<file path="src/rtl/read_dispatcher_if.sv">
// Request/grant and packet-stream signals between the dispatcher, the SRAM read path and the output ports.
// The dispatcher takes the slave side; the read path and port sinks take the master side.
interface read_dispatcher_if #(
  parameter int num_of_ports       = 16,
  parameter int arbiter_data_width = 256,
  parameter int weight_width       = 4,
  parameter int port_idx_width     = 4
);
  logic                                 sp0_wrr1;
  logic [num_of_ports-1:0]              rd_req;
  logic [num_of_ports*weight_width-1:0] weight;
  logic                                 rd_start;
  logic [port_idx_width-1:0]            rd_port;
  logic                                 busy;
  logic                                 in_vld;
  logic                                 in_sop;
  logic                                 in_eop;
  logic [arbiter_data_width-1:0]        in_data;
  logic                                 in_ready;
  logic [num_of_ports-1:0]              port_ready;
  logic [num_of_ports-1:0]              out_vld;
  logic [num_of_ports-1:0]              out_sop;
  logic [num_of_ports-1:0]              out_eop;
  logic [arbiter_data_width-1:0]        out_data;

  modport master (
    output sp0_wrr1, rd_req, weight, in_vld, in_sop, in_eop, in_data, port_ready,
    input  rd_start, rd_port, busy, in_ready, out_vld, out_sop, out_eop, out_data
  );

  modport slave (
    input  sp0_wrr1, rd_req, weight, in_vld, in_sop, in_eop, in_data, port_ready,
    output rd_start, rd_port, busy, in_ready, out_vld, out_sop, out_eop, out_data
  );
endinterface

</file>
<file path="src/rtl/read_dispatcher.sv">
// Read-side port arbiter: grants one output port at a time (strict priority or WRR),
// pulses rd_start to the SRAM read path, then steers the returned packet to that port.
module read_dispatcher #(
  parameter int num_of_ports       = 16,
  parameter int arbiter_data_width = 256,
  parameter int weight_width       = 4,
  parameter int port_idx_width     = 4
) (
  input logic               clk,
  input logic               rst,
  read_dispatcher_if.slave  bus
);
  typedef enum logic [1:0] {IDLE, START, XFER} state_t;

  state_t                    state_reg;
  logic [port_idx_width-1:0] rd_port_reg;
  logic [port_idx_width-1:0] ptr_reg;
  logic [weight_width-1:0]   cnt_reg;
  logic                      rd_start_reg;
  logic                      busy_reg;

  logic [weight_width-1:0]   weight_arr [num_of_ports];
  logic [port_idx_width-1:0] sp_winner;
  logic [port_idx_width-1:0] wrr_winner;
  logic [port_idx_width-1:0] winner;
  logic [weight_width-1:0]   w_eff;
  logic [weight_width:0]     n_next;
  logic                      xfer;
  logic                      in_ready;
  logic                      beat;
  logic [num_of_ports-1:0]   vld_vec;
  logic [num_of_ports-1:0]   sop_vec;
  logic [num_of_ports-1:0]   eop_vec;

  assign xfer     = (state_reg == XFER);
  assign in_ready = xfer & bus.port_ready[rd_port_reg];
  assign beat     = bus.in_vld & in_ready;

  genvar gi;
  generate
    for (gi = 0; gi < num_of_ports; gi++) begin : g_port
      logic sel;
      assign weight_arr[gi] = bus.weight[gi*weight_width +: weight_width];
      assign sel            = xfer && (rd_port_reg == port_idx_width'(gi));
      assign vld_vec[gi]    = sel & bus.in_vld & bus.port_ready[gi];
      assign sop_vec[gi]    = sel & bus.in_vld & bus.port_ready[gi] & bus.in_sop;
      assign eop_vec[gi]    = sel & bus.in_vld & bus.port_ready[gi] & bus.in_eop;
    end
  endgenerate

  // Scan downwards so the lowest index (or lowest offset from ptr) is the last assignment to win.
  always_comb begin
    logic [port_idx_width-1:0] idx;
    idx        = '0;
    sp_winner  = '0;
    wrr_winner = ptr_reg;
    for (int k = num_of_ports - 1; k >= 0; k--) begin
      if (bus.rd_req[k]) sp_winner = port_idx_width'(k);
      idx = ptr_reg + port_idx_width'(k);
      if (bus.rd_req[idx]) wrr_winner = idx;
    end
  end

  assign winner = bus.sp0_wrr1 ? wrr_winner : sp_winner;
  assign w_eff  = (weight_arr[winner] == '0) ? weight_width'(1) : weight_arr[winner];
  assign n_next = ((winner == ptr_reg) ? {1'b0, cnt_reg} : '0) + 1'b1;

  always_ff @(posedge clk) begin
    if (rst) begin
      state_reg    <= IDLE;
      rd_port_reg  <= '0;
      ptr_reg      <= '0;
      cnt_reg      <= '0;
      rd_start_reg <= 1'b0;
      busy_reg     <= 1'b0;
    end else begin
      rd_start_reg <= 1'b0;
      case (state_reg)
        IDLE: begin
          if (|bus.rd_req) begin
            state_reg    <= START;
            rd_port_reg  <= winner;
            rd_start_reg <= 1'b1;
            busy_reg     <= 1'b1;
            if (bus.sp0_wrr1) begin
              // Port keeps the pointer until it has used up its weight in consecutive grants.
              if (n_next >= {1'b0, w_eff}) begin
                ptr_reg <= winner + 1'b1;
                cnt_reg <= '0;
              end else begin
                ptr_reg <= winner;
                cnt_reg <= n_next[weight_width-1:0];
              end
            end
          end
        end
        START: state_reg <= XFER;
        XFER: begin
          if (beat && bus.in_eop) begin
            state_reg <= IDLE;
            busy_reg  <= 1'b0;
          end
        end
        default: begin
          state_reg <= IDLE;
          busy_reg  <= 1'b0;
        end
      endcase
    end
  end

  assign bus.rd_start = rd_start_reg;
  assign bus.rd_port  = rd_port_reg;
  assign bus.busy     = busy_reg;
  assign bus.in_ready = in_ready;
  assign bus.out_vld  = vld_vec;
  assign bus.out_sop  = sop_vec;
  assign bus.out_eop  = eop_vec;
  assign bus.out_data = beat ? bus.in_data : '0;
endmodule

</file>
<file path="src/flat_wrapper.sv">
// flat-port wrapper written by rule: the top's interface ports become plain ports
module read_dispatcher_flat 
#(
  parameter int num_of_ports       = 16,
  parameter int arbiter_data_width = 256,
  parameter int weight_width       = 4,
  parameter int port_idx_width     = 4
)
  (clk, rst, bus_sp0_wrr1, bus_rd_req, bus_weight, bus_in_vld, bus_in_sop, bus_in_eop, bus_in_data, bus_port_ready, bus_rd_start, bus_rd_port, bus_busy, bus_in_ready, bus_out_vld, bus_out_sop, bus_out_eop, bus_out_data);
  read_dispatcher_if #(.num_of_ports(num_of_ports), .arbiter_data_width(arbiter_data_width), .weight_width(weight_width), .port_idx_width(port_idx_width)) bus_i ();
  input logic clk;
  input logic rst;
  input wire logic [$bits(bus_i.sp0_wrr1)-1:0] bus_sp0_wrr1;
  input wire logic [$bits(bus_i.rd_req)-1:0] bus_rd_req;
  input wire logic [$bits(bus_i.weight)-1:0] bus_weight;
  input wire logic [$bits(bus_i.in_vld)-1:0] bus_in_vld;
  input wire logic [$bits(bus_i.in_sop)-1:0] bus_in_sop;
  input wire logic [$bits(bus_i.in_eop)-1:0] bus_in_eop;
  input wire logic [$bits(bus_i.in_data)-1:0] bus_in_data;
  input wire logic [$bits(bus_i.port_ready)-1:0] bus_port_ready;
  output wire logic [$bits(bus_i.rd_start)-1:0] bus_rd_start;
  output wire logic [$bits(bus_i.rd_port)-1:0] bus_rd_port;
  output wire logic [$bits(bus_i.busy)-1:0] bus_busy;
  output wire logic [$bits(bus_i.in_ready)-1:0] bus_in_ready;
  output wire logic [$bits(bus_i.out_vld)-1:0] bus_out_vld;
  output wire logic [$bits(bus_i.out_sop)-1:0] bus_out_sop;
  output wire logic [$bits(bus_i.out_eop)-1:0] bus_out_eop;
  output wire logic [$bits(bus_i.out_data)-1:0] bus_out_data;
  assign bus_i.sp0_wrr1 = bus_sp0_wrr1;
  assign bus_i.rd_req = bus_rd_req;
  assign bus_i.weight = bus_weight;
  assign bus_i.in_vld = bus_in_vld;
  assign bus_i.in_sop = bus_in_sop;
  assign bus_i.in_eop = bus_in_eop;
  assign bus_i.in_data = bus_in_data;
  assign bus_i.port_ready = bus_port_ready;
  assign bus_rd_start = bus_i.rd_start;
  assign bus_rd_port = bus_i.rd_port;
  assign bus_busy = bus_i.busy;
  assign bus_in_ready = bus_i.in_ready;
  assign bus_out_vld = bus_i.out_vld;
  assign bus_out_sop = bus_i.out_sop;
  assign bus_out_eop = bus_i.out_eop;
  assign bus_out_data = bus_i.out_data;
  read_dispatcher #(.num_of_ports(num_of_ports), .arbiter_data_width(arbiter_data_width), .weight_width(weight_width), .port_idx_width(port_idx_width)) u_core (.clk(clk), .rst(rst), .bus(bus_i));
endmodule
</file>
<file path="config.mk">
export PLATFORM = sky130hd
export DESIGN_NAME = read_dispatcher_flat
export DESIGN_NICKNAME = d
export VERILOG_FILES = /design/src/rtl/read_dispatcher_if.sv /design/src/rtl/read_dispatcher.sv /design/src/flat_wrapper.sv
export SDC_FILE = /design/constraint.sdc
export NUM_CORES = 1
export LEC_CHECK = 0
export ABC_AREA = 1
export BUFFER_PORTS_ARGS = -buffer_cell sky130_fd_sc_hd__clkbuf_2
export CORE_AREA = 2 2 257 259
export CTS_CLUSTER_DIAMETER = 60
export DETAILED_ROUTE_END_ITERATION = 12
export DIE_AREA = 0 0 259 261
export SLEW_MARGIN = 20
export SYNTH_ARGS = -nofsm -noshare
export SYNTH_HDL_FRONTEND = slang
export SYNTH_SLANG_ARGS = --single-unit
</file>
<file path="constraint.sdc">
create_clock -name clk -period 13.65 [get_ports clk]
set_input_delay 1.365 -clock clk [delete_from_list [all_inputs] [get_ports clk]]
set_output_delay 1.365 -clock clk [all_outputs]
set_load 0.03 [all_outputs]
</file>
== After elaboration in Yosys (flattened, before gate mapping) ==
Index checks and enable logic that the tools add are counted.

* Bits in registers: 16
* Input bits: 358
* Output and inout bits: 311
* Logic and storage cells: 239

* Add/subtract/negate cells: 17
* $lt $le $gt $ge: 19
* Equal/unequal tests: 20
* Mux-type cells: 82
* Bitwise gates (word level): 69
* Reduce and logical (&&, ||, !) cells: 26

{| class="wikitable"
|+ Operators by type and width
! cell !! count
|-
| 256-bit two-way mux || 1
|-
| 4-bit two-way mux || 39
|-
| 4-bit by 5-bit < comparator with 1-bit output (second input constant) || 17
|-
| 1-bit binary-select mux with 4-bit select || 17
|-
| 1-bit AND || 66
|-
| 4-bit adder (second input constant) || 8
|-
| 4-bit == test (second input constant) || 8
|-
| 1-bit two-way mux || 20
|-
| 1-bit logical AND || 17
|-
| 4-bit by 3-bit adder with 4-bit output (second input constant) || 4
|-
| 4-bit binary-select mux with 4-bit select || 1
|-
| 4-bit by 3-bit == test with 1-bit output (second input constant) || 4
|-
| 16-bit OR reduction || 1
|-
| 4-bit by 1-bit adder with 4-bit output (second input constant) || 2
|-
| 4-bit by 2-bit adder with 4-bit output (second input constant) || 2
|-
| 4-bit by 2-bit == test with 1-bit output (second input constant) || 2
|-
| 4-bit logical NOT || 2
|-
| 2-bit case mux with 3 select lines || 1
|-
| 3-bit AND reduction || 2
|-
| 5-bit by 1-bit adder with 5-bit output (second input constant) || 1
|-
| 5-bit by 4-bit >= comparator with 1-bit output || 1
|-
| 5-bit >= comparator (second input constant) || 1
|-
| 4-bit NOT with 5-bit output || 1
|-
| 4-bit by 1-bit == test with 1-bit output (second input constant) || 1
|-
| other kinds (11) || 14
|}

== Depth between registers and ports, before layout ==
Gate-level depths: netlist of the first run.

* Depth after elaboration: 28
* Gate-level depth with buffers: 47
* Depth with buffers taken out: 45

== Worst setup path after synthesis of the first run ==
Ideal clock, no wire load.

* Path type: input-to-reg
* Start: in bus_rd_req[13]
* End: reg u_core.ptr_reg[0]
* Arrival: 4.798 ns
* Required time: 13.541 ns
* Setup slack: 8.743 ns
* Stages: 41
* Path buffers: 1
* Path through: nand2_1 > nand3_1 > nand3_1 > nand2_1 > nand2_2 > nand2_2 > clkinv_1 > nand3_1 > nand2_1 > nand2_1 > nand2_1 > nand2_1 > nand2_1 > nand2_1 > nand2_1 > nand2_1 > nand2_1 > nand2_1 > (+5 left out) > nand2_2 > buf_6 > nand2_2 > nand2_2 > nor2_4 > nand2_1 > nor2_1 > ha_1 > xor2_1 > inv_1 > ha_1 > a21o_1 > a21oi_1 > nand2_2 > nand2_1 > nand3_1 > nand2_1 > inv_1

* Cells in the longest elaborated chain, start to end: 27
* Elaborated cells on any way between the ends: 77
* Those cells by class: 2 x add/sub; 1 x order compare; 1 x eq/ne; 69 x mux; 1 x bitwise; 3 x reduce/logical

{| class="wikitable"
|+ Ends and longest elaborated chain
! what !! line !! text
|-
| start: declaration || flat_wrapper.sv:14 || <nowiki>input wire logic [$bits(bus_i.rd_req)-1:0] bus_rd_req;</nowiki>
|-
| 1-bit binary-select mux with 4-bit select || read_dispatcher.sv:60 || <nowiki>if (bus.rd_req[idx]) wrr_winner = idx;</nowiki>
|-
| 1-bit two-way mux (not written as such) || read_dispatcher.sv:60 ||
|-
| 4-bit two-way mux (16 in a row) || read_dispatcher.sv:60 ||
|-
| 4-bit two-way mux || read_dispatcher.sv:64 || <nowiki>assign winner = bus.sp0_wrr1 ? wrr_winner : sp_winner;</nowiki>
|-
| 4-bit NOT with 5-bit output (not written as such) || read_dispatcher.sv:65 || <nowiki>assign w_eff = (weight_arr[winner] == '0) ? weight_width'(1) : weight_arr[winner];</nowiki>
|-
| 4-bit binary-select mux with 4-bit select || read_dispatcher.sv:65 ||
|-
| 4-bit two-way mux (not written as such) (2 in a row) || read_dispatcher.sv:65 ||
|-
| 4-bit logical NOT || read_dispatcher.sv:65 ||
|-
| 4-bit two-way mux || read_dispatcher.sv:65 ||
|-
| 5-bit by 4-bit >= comparator with 1-bit output || read_dispatcher.sv:87 || <nowiki>if (n_next >= {1'b0, w_eff}) begin</nowiki>
|-
| 4-bit two-way mux || read_dispatcher.sv:87 ||
|-
| end signal: assignment || read_dispatcher.sv:88 || <nowiki>ptr_reg <= winner + 1'b1;</nowiki>
|-
| end signal: assignment || read_dispatcher.sv:91 || <nowiki>ptr_reg <= winner;</nowiki>
|-
| end: declaration || read_dispatcher.sv:17 || <nowiki>logic [port_idx_width-1:0] ptr_reg;</nowiki>
|}

Parallel ways exist; a longest one is shown, timed or not. The select of a mux whose other input is x is not followed.
A chain may end at the register's enable or synchronous reset.

== Worst setup path in the final report of the first run ==
* Start: reg u_core.ptr_reg[1]
* End: reg u_core.ptr_reg[0]

* Cells in the longest elaborated chain, start to end: 28
* Elaborated cells on any way between the ends: 76
* Those cells by class: 17 x add/sub; 1 x order compare; 1 x eq/ne; 55 x mux; 1 x bitwise; 1 x reduce/logical

{| class="wikitable"
|+ Ends and longest elaborated chain
! what !! line !! text
|-
| 4-bit adder || read_dispatcher.sv:59 || <nowiki>idx = ptr_reg + port_idx_width'(k);</nowiki>
|-
| 1-bit binary-select mux with 4-bit select || read_dispatcher.sv:60 ||
|-
| 1-bit two-way mux (not written as such) || read_dispatcher.sv:60 ||
|-
| 4-bit two-way mux (16 in a row) || read_dispatcher.sv:60 ||
|-
| 4-bit two-way mux || read_dispatcher.sv:64 ||
|-
| 4-bit NOT with 5-bit output (not written as such) || read_dispatcher.sv:65 ||
|-
| 4-bit binary-select mux with 4-bit select || read_dispatcher.sv:65 ||
|-
| 4-bit two-way mux (not written as such) (2 in a row) || read_dispatcher.sv:65 ||
|-
| 4-bit logical NOT || read_dispatcher.sv:65 ||
|-
| 4-bit two-way mux || read_dispatcher.sv:65 ||
|-
| 5-bit by 4-bit >= comparator with 1-bit output || read_dispatcher.sv:87 ||
|-
| 4-bit two-way mux (*) || read_dispatcher.sv:87 ||
|}

Mark *: on every way between the ends. The rest lies on a longest branch, timed or not. The select of a mux whose other input is x is not followed.

==> run_results.csv, run 1 <==
group,metric,value,unit
layout,filler_cell_count,7680,
route,overall_via_count_from_detail_route,10200,
global_route,gr-total-overflow,0,
cts,cts_sink_cnt,16,
synthesis,asyncSetResetFlopFracSynth,0,%
synthesis,synth.yosys.seq_area_share,5.42,%
route,wl_per_cell,16.0,um
worst_hold_path,timing.hold.worst.class,"reg -> reg",
timing,hold_viol,0,
critical_path,timing.critical_path.mode_cell,"sky130_fd_sc_hd__nand2_1",
cts,clock_slew_at_reported_path_ffs,0.05,ns
global_route,globalRouteMet3Util,5.27,%
route,dr.pass1.iters,5,
die,chipHeight,261,um
pwr,p_sw,582,uW
synthesis,yosys.cell_types.count,40,
timing,final_max_slew_viol_count,0,
pwr,swShare,62.1,%
pwr,power_per_cell_area,91.3,nW/um2
pwr,combinationalPowerShare,85.7,%
route,drc_markers,0,
die,core,65000,um2
synthesis,net_count_synth,1703,
timing,grt_setup_unrepaired,"no",
layout,post_route_cells_drive_above_1_share,35.9,%
global_route,grt_antenna_before_repair,12,
timing,finalCritPeriodShare,50.0,%
layout,layout.area.seq,320,um2
critical_path,critical_path.endpoint_type,"flip-flop",
pwr,p_leak,0.00708,uW
route,dr.first_iter.drc_count,655,
synthesis,synthTopCellsByArea,"sky130_fd_sc_hd__inv_1 (23%), sky130_fd_sc_hd__nor2_1 (21%), sky130_fd_sc_hd__nand2_1 (19%), sky130_fd_sc_hd__nand3_1 (11%), sky130_fd_sc_hd__dfxtp_1 (5.4%)",
outcome,run_status,"finished, final reports clean",
cts,clkLatencyLatePin,0.25,ns
synthesis,synth_edf_count,0,
pwr,report.power.total,937,uW
critical_path,cp_max_fo,18,
cts,cts_buffer_count,3,
timing,worstMarginPinSlew,1.28,ns
timing,post-route-min-period,6.82,ns
run,drv_cap,0,
synthesis,synth.ff_latch_count,16,
cts,cts_post_setup_buffers_inserted,0,
layout,layout.nets,2333,
synthesis,synth_area_leader_cell,"sky130_fd_sc_hd__inv_1",
route,total_wirelength,45300,um
timing,setup_viol_count_final,0,
die,die_area,67600,um2
die,num_rows,94,
cts,cts_tree,"built",
pwr,internal-power,355,uW
timing,finalSetupTns,0,ns
synthesis,synth-main-ff-cell,"sky130_fd_sc_hd__dfxtp_1",
cts,htree_levels,1,
synthesis,synthesis.area,5910,um2
die,effective_utilization_at_floorplan,9.09,%
cts,ctsResizeCount,0,
critical_path,cpPeakStageDelay,0.78,ns
placed_design,routabilityCongestion,0.955,
synthesis,share_of_the_synthesized_area_in_the_top_cell_type,22.9,%
placed_design,dpl.hpwl,40100,um
layout,fin_area,10300,um2
global_route,grt_start_max_net_pins,113,
global_route,grt_pass1_wl,60200,um
critical_path,worst_ep_required_time,13.79,ns
synthesis,synthesis.area_per_instance,4.44,um2
synthesis,yosys_warnings,0,
global_route,total_global_routing_track_utilization,12.1,%
route,viasPerCell,3.59,
critical_path,path_class,"reg -> reg",
critical_path,setup.worst_path.start_class,"flip-flop",
die,die-width,259,um
die,pin_count,669,
global_route,grt_use_met2,18.6,%
placed_design,numPortBuffers,668,
global_route,grt_pass1_vias,9031,
pwr,worst_ir_drop_vdd,0.0558,mV
global_route,top_usage_layer,"met2",
synthesis,syn-instance-count,1332,
critical_path,timing.critical_path.arrival,6.96,ns
global_route,grt_use_met1,15.9,%
critical_path,crit_path_top_delay_cell,"sky130_fd_sc_hd__dfxtp_1",
cts,cts_hold_fix_bufs,0,
synthesis,commonest_cells_post_synth,"sky130_fd_sc_hd__inv_1 (361), sky130_fd_sc_hd__nor2_1 (333), sky130_fd_sc_hd__nand2_1 (295)",
timing,fmaxAchievable,147,MHz
timing,finClkSkew,0.00600,ns
synthesis,synth_most_common_cell,"sky130_fd_sc_hd__inv_1",
timing,max-slew-margin-rel,14.2,%
cts,max-clock-path-buffers,2,
pwr,power_frac_clock,6.8,%
layout,flow.area_growth_from_synthesis,73.8,%
layout,area_used_by_multi_input_combinational_logic,3970,um2
cts,root_cell_of_the_clock_tree,"sky130_fd_sc_hd__clkbuf_16",
placed_design,dpl-instance-area,10200,um2
pwr,sequentialPowerShare,7.4,%
route,ant_nets,0,
area by class of cell:
type                            instances  share of cell area [%]
Multi-Input combinational cell        895                    38.6
Antenna cell                            6                   0.146
Clock buffer                            4                   0.865
Inverter                              369                    13.5
Sequential cell                        16                    3.12
Timing Repair Buffer                  677                    33.2
Tap cell                              864                    10.5
layer usage:
metal | up-vias | part of all wire (%)
met4 | 8 | 1.4
met1 | 4455 | 43
met2 | 558 | 43
met5 | - | 0.26
li1 | 5120 | -
met3 | 26 | 12
per-stage QoR:
step / setup slack [ns] / instances / utilization (%) / hold WS (ns)
2_1_floorplan: 8.74 / 1332 / - / 0.459
3_3_place_gp: 6.99 / 2821 / 15.6 / 0.485
5_1_grt: 6.11 / 2827 / 15.8 / 0.534
4_1_cts: 6.91 / 2825 / 15.8 / 0.494
3_5_place_dp: 6.93 / 2821 / 15.6 / 0.486
6_report: 6.83 / 2831 / 15.8 / 0.493
cells in the final DEF (no fill, tap or decap), drive strengths merged, types with 3 or more instances in the layout:
master	n
a21oi	43
buf	9
nor2	335
diode	6
clkinv	4
nand4	4
clkbuf	672
nand2	306
inv	365
xor2	10
nand3	136
dfxtp	16
nor4	3
nor3	7
o21ai	15
o211ai	8
o21a	3
ha	13
cell families after synthesis:
kind of cell | synth area share [%]
AO/OA/AOI/OAI | 7.60
XOR/XNOR | 1.76
buffers and inverters | 27.6
flip-flops | 5.42
AND/OR/NAND/NOR | 54.9
adder cells (fa/ha/maj) | 2.75
path summary, 6_finish.rpt:
path / end / startpoint / slack (ns) / depth (start not counted)
setup / recovery: u_core.ptr_reg[0]$_SDFFE_PP0P_ / u_core.ptr_reg[1]$_SDFFE_PP0P_ / 6.83 / 41
hold / removal: u_core.cnt_reg[1]$_SDFFE_PP0P_ / u_core.cnt_reg[1]$_SDFFE_PP0P_ / 0.49 / 2
setup reg to reg: u_core.ptr_reg[0]$_SDFFE_PP0P_ / u_core.ptr_reg[1]$_SDFFE_PP0P_ / 6.83 / 41
hold reg to reg: u_core.cnt_reg[1]$_SDFFE_PP0P_ / u_core.cnt_reg[1]$_SDFFE_PP0P_ / 0.49 / 2
critical path, delay by kind of cell (launching register included):
family	cells	cell delay (ns)
AO/OA/AOI/OAI	2	0.58
XOR/XNOR	1	0.20
adder cells (fa/ha/maj)	3	1.24
buffers and inverters	4	0.96
flip-flops	1	0.78
AND/OR/NAND/NOR	31	2.97
power by group through the flow:
stage	combinational, uW	sequential [uW]	clock [uW]
finish	803	69.8	64.2
global route	906	71.5	68.6
CTS	800	69.8	66.1
detailed placement	797	70.8	0
global placement	798	70.3	0
floorplan	569	68.6	0
(Power assumes the default switching activity.)
==> inputs of run 2 (changes only) <==
--- a/config.mk
+++ b/config.mk
@@ -5,7 +5,7 @@
 export SDC_FILE = /design/constraint.sdc
 export NUM_CORES = 1
 export LEC_CHECK = 0
-export ABC_AREA = 1
+export ABC_AREA = 0
 export BUFFER_PORTS_ARGS = -buffer_cell sky130_fd_sc_hd__clkbuf_2
 export CORE_AREA = 2 2 257 259
 export CTS_CLUSTER_DIAMETER = 60
==> constraint.sdc (replaced) <==
create_clock -name clk -period 6.5 [get_ports clk]
set_input_delay 0.65 -clock clk [delete_from_list [all_inputs] [get_ports clk]]
set_output_delay 0.65 -clock clk [all_outputs]
set_load 0.03 [all_outputs]
==> run 2 against run 1 <==
Clock power rose by 110%. Non-clock buffer count rose by 36. Sequential cell count did not move. Combinational power rose to 3.3 times the previous value. Cell count fell by 15%. Sequential share of layout area fell by 0.29 points. Worst hold slack got worse by 0.047 ns. Largest power group unchanged. Highest routed layer unchanged.
==> run_results.csv, run 2 <==
group,metric,value,unit
critical_path,crit_path_top_delay_cell,"sky130_fd_sc_hd__dfxtp_1",
route,wl_per_cell,30.3,um
synthesis,synth.yosys.seq_area_share,4.83,%
critical_path,setup.worst_path.start_class,"flip-flop",
critical_path,reg2reg_to,"u_core.ptr_reg[0]$_SDFFE_PP0P_",
placed_design,dpl.hpwl,64000,um
critical_path,cpPeakStageDelay,0.87,ns
critical_path,endpoint,"u_core.ptr_reg[0]$_SDFFE_PP0P_",
die,die-width,259,um
route,total_wirelength,72600,um
route,viasPerCell,4.43,
die,effective_utilization_at_floorplan,10.2,%
critical_path,worst_ep_required_time,6.69,ns
placed_design,routabilityCongestion,0.984,
synthesis,asyncSetResetFlopFracSynth,0,%
die,die_area,67600,um2
synthesis,share_of_the_synthesized_area_in_the_top_cell_type,25.8,%
timing,finClkSkew,0.000899,ns
synthesis,synth.ff_latch_count,16,
timing,finalCritPeriodShare,93.7,%
cts,cts_sink_cnt,16,
synthesis,commonest_cells_post_synth,"sky130_fd_sc_hd__and3_1 (274), sky130_fd_sc_hd__mux2i_1 (79), sky130_fd_sc_hd__clkbuf_1 (77)",
pwr,power_per_cell_area,261,nW/um2
synthesis,synth_edf_count,0,
timing,post-route-min-period,6.09,ns
synthesis,synthTopCellsByArea,"sky130_fd_sc_hd__and3_1 (26%), sky130_fd_sc_hd__mux2i_1 (12%), sky130_fd_sc_hd__mux4_2 (11%), sky130_fd_sc_hd__dfxtp_1 (4.8%), sky130_fd_sc_hd__clkbuf_1 (4.4%)",
layout,layout.nets,1884,
synthesis,yosys.cell_types.count,82,
timing,max-slew-margin-rel,38.4,%
cts,root_cell_of_the_clock_tree,"sky130_fd_sc_hd__clkbuf_16",
critical_path,critical_path.endpoint_type,"flip-flop",
synthesis,syn-instance-count,895,
critical_path,worst-r2r-cell-count,24,
synthesis,synthesis.area_per_instance,7.41,um2
pwr,report.power.total,2960,uW
layout,finished_layout_cells,2397,
layout,flow.area_growth_from_synthesis,70.6,%
cts,cts_tree,"built",
layout,final_core_utilization,17.4,%
worst_hold_path,timing.hold.worst.class,"reg -> reg",
critical_path,path_class,"reg -> reg",
worst_hold_path,hold_path_depth,1,
die,chipHeight,261,um
route,overall_via_count_from_detail_route,10600,
cts,cts_buffer_count,3,
layout,post_route_cells_drive_above_1_share,52.8,%
timing,final_critical_path_setup_slack,0.411,ns
route,drc_markers,0,
critical_path,ff2ff_setup_slack,0.41,ns
synthesis,synth-main-ff-cell,"sky130_fd_sc_hd__dfxtp_1",
cts,max-clock-path-buffers,2,
cts,clock_slew_at_reported_path_ffs,0.05,ns
global_route,grt_start_max_net_pins,203,
global_route,grt_pass1_vias,9499,
layout,most-common-layout-cells,"sky130_fd_sc_hd__clkbuf_2 (667), sky130_fd_sc_hd__and3_1 (274), sky130_fd_sc_hd__mux2i_1 (76)",
die,pin_count,669,
die,core,65000,um2
critical_path,path_cells,"buf_4 -> xor2_1 -> nor4_1 -> or2_2 -> a2111o_1 -> a211o_1 -> a21oi_4 -> buf_12 -> buf_6 -> mux2i_4 -> mux2i_1 -> mux2i_1 -> mux2i_1 -> a31o_1 -> ha_1 -> nand2b_1 -> a21o_1 -> a21o_1 -> a21oi_2 -> inv_1 -> nor2_1 -> buf_4 -> and4_1 -> a311o_1",
global_route,grt_antenna_before_repair,75,
critical_path,rr_startpoint,"u_core.ptr_reg[3]$_SDFFE_PP0P_",
synthesis,yosys_warnings,0,
placed_design,dp.cells,2372,
critical_path,timing.critical_path.mode_cell,"sky130_fd_sc_hd__mux2i_1",
route,dr.first_iter.drc_count,1329,
synthesis,net_count_synth,1266,
global_route,grt_pass1_wl,90100,um
timing,worstMarginPinSlew,0.924,ns
timing,setup_viol_count_final,0,
synthesis,synth_area_leader_cell,"sky130_fd_sc_hd__and3_1",
layout,most_common_library_cell_in_the_layout_ignoring_fill_and_taps,"sky130_fd_sc_hd__clkbuf_2",
placed_design,numPortBuffers,668,
critical_path,cp_max_fo,19,
timing,final_max_slew_viol_count,0,
critical_path,timing.critical_path.from,"u_core.ptr_reg[3]$_SDFFE_PP0P_",
synthesis,synthesis.area,6640,um2
die,num_rows,94,
route,ant_nets,0,
placed_design,dp_slack,0.0327,ns
global_route,gr-total-overflow,0,
critical_path,timing.critical_path.arrival,6.28,ns
timing,finalSetupTns,0,ns
run,drv_cap,0,
outcome,run_status,"finished, final reports clean",
global_route,total_global_routing_track_utilization,19.8,%
cts,clkLatencyLatePin,0.25,ns
pwr,p_leak,0.00648,uW
route,dr.pass1.iters,5,
pwr,worst_ir_drop_vdd,0.127,mV
cts,htree_levels,1,
timing,fmaxAchievable,164,MHz
timing,hold_viol,0,
synthesis,synth_most_common_cell,"sky130_fd_sc_hd__and3_1",
## run 2: cell families (layout without fill, tap and decap cells)
group	count (synthesis)	after routing	synth area share, %
and+or+nand+nor	459	459	40.5
AOI/OAI and AO/OA	139	139	15.4
muxes	129	129	26.0
buffers and inverters	119	736	8.03
xor gates and xnor gates	20	20	2.75
DFF	16	16	4.83
adders and majority gates	13	13	2.45
other	0	21	0
## run 2: layout make-up
type / count / area (um2)
Sequential cell: 16 / 320
Tap cell: 864 / 1080
Fill cell: 7456 / 53700
Inverter: 19 / 71.3
Clock buffer: 4 / 88.8
Timing Repair Buffer: 713 / 3770
Antenna cell: 21 / 52.6
Multi-Input combinational cell: 760 / 5940
## run 2: what timing repair did
action,4_1_cts,5_1_grt
gates resized for setup,2,25
hold endpoints to repair,0,0
hold buffers,0,0
buffers inserted,0,1
endpoints found under the setup margin,1,8
## run 2: per-layer routing
| metal | vias up | track usage (%) | part of all wire (%) |
|---|---|---|---|
| li1 | 4632 | - | - |
| met1 | 4956 | 25.5 | 41 |
| met2 | 838 | 30.0 | 43 |
| met3 | 192 | 8.22 | 12 |
| met4 | 10 | 5.76 | 3.5 |
| met5 | - | 2.36 | 0.073 |
## run 2: where the power goes
part / total, uW / switching, uW / internal, uW
sequential: 149 / 34.1 / 115
clock: 134 / 40.9 / 93.6
combinational: 2670 / 1560 / 1110
## run 2: per-stage QoR
step	cell area, um2	hold slack, ns
finish	11300	0.446
global route	11300	0.478
CTS	11100	0.453
detailed placement	11000	0.438
global placement	11000	0.439
floorplan	6640	0.441
## run 2: worst max-delay path: cells and delay by family (launching register included)
kind	cells	cell delay, ns
multiplexers	4	0.67
flip-flops	1	0.87
buffers and inverters	5	1.00
AND/OR/NAND/NOR	5	1.03
AO/OA/AOI/OAI	8	1.83
XOR/XNOR	1	0.35
adder cells (fa/ha/maj)	1	0.26
## run 2: how the worst min path moves through the flow
stage                                        start                             end  slack [ns]
global placement      u_core.bus.busy$_SDFFE_PP0P_    u_core.bus.busy$_SDFFE_PP0P_        0.44
floorplan           u_core.cnt_reg[0]$_SDFFE_PP0P_  u_core.cnt_reg[0]$_SDFFE_PP0P_        0.44
global route          u_core.bus.busy$_SDFFE_PP0P_    u_core.bus.busy$_SDFFE_PP0P_        0.48
detailed placement    u_core.bus.busy$_SDFFE_PP0P_    u_core.bus.busy$_SDFFE_PP0P_        0.44
CTS                   u_core.bus.busy$_SDFFE_PP0P_    u_core.bus.busy$_SDFFE_PP0P_        0.45
finish                u_core.bus.busy$_SDFFE_PP0P_    u_core.bus.busy$_SDFFE_PP0P_        0.45
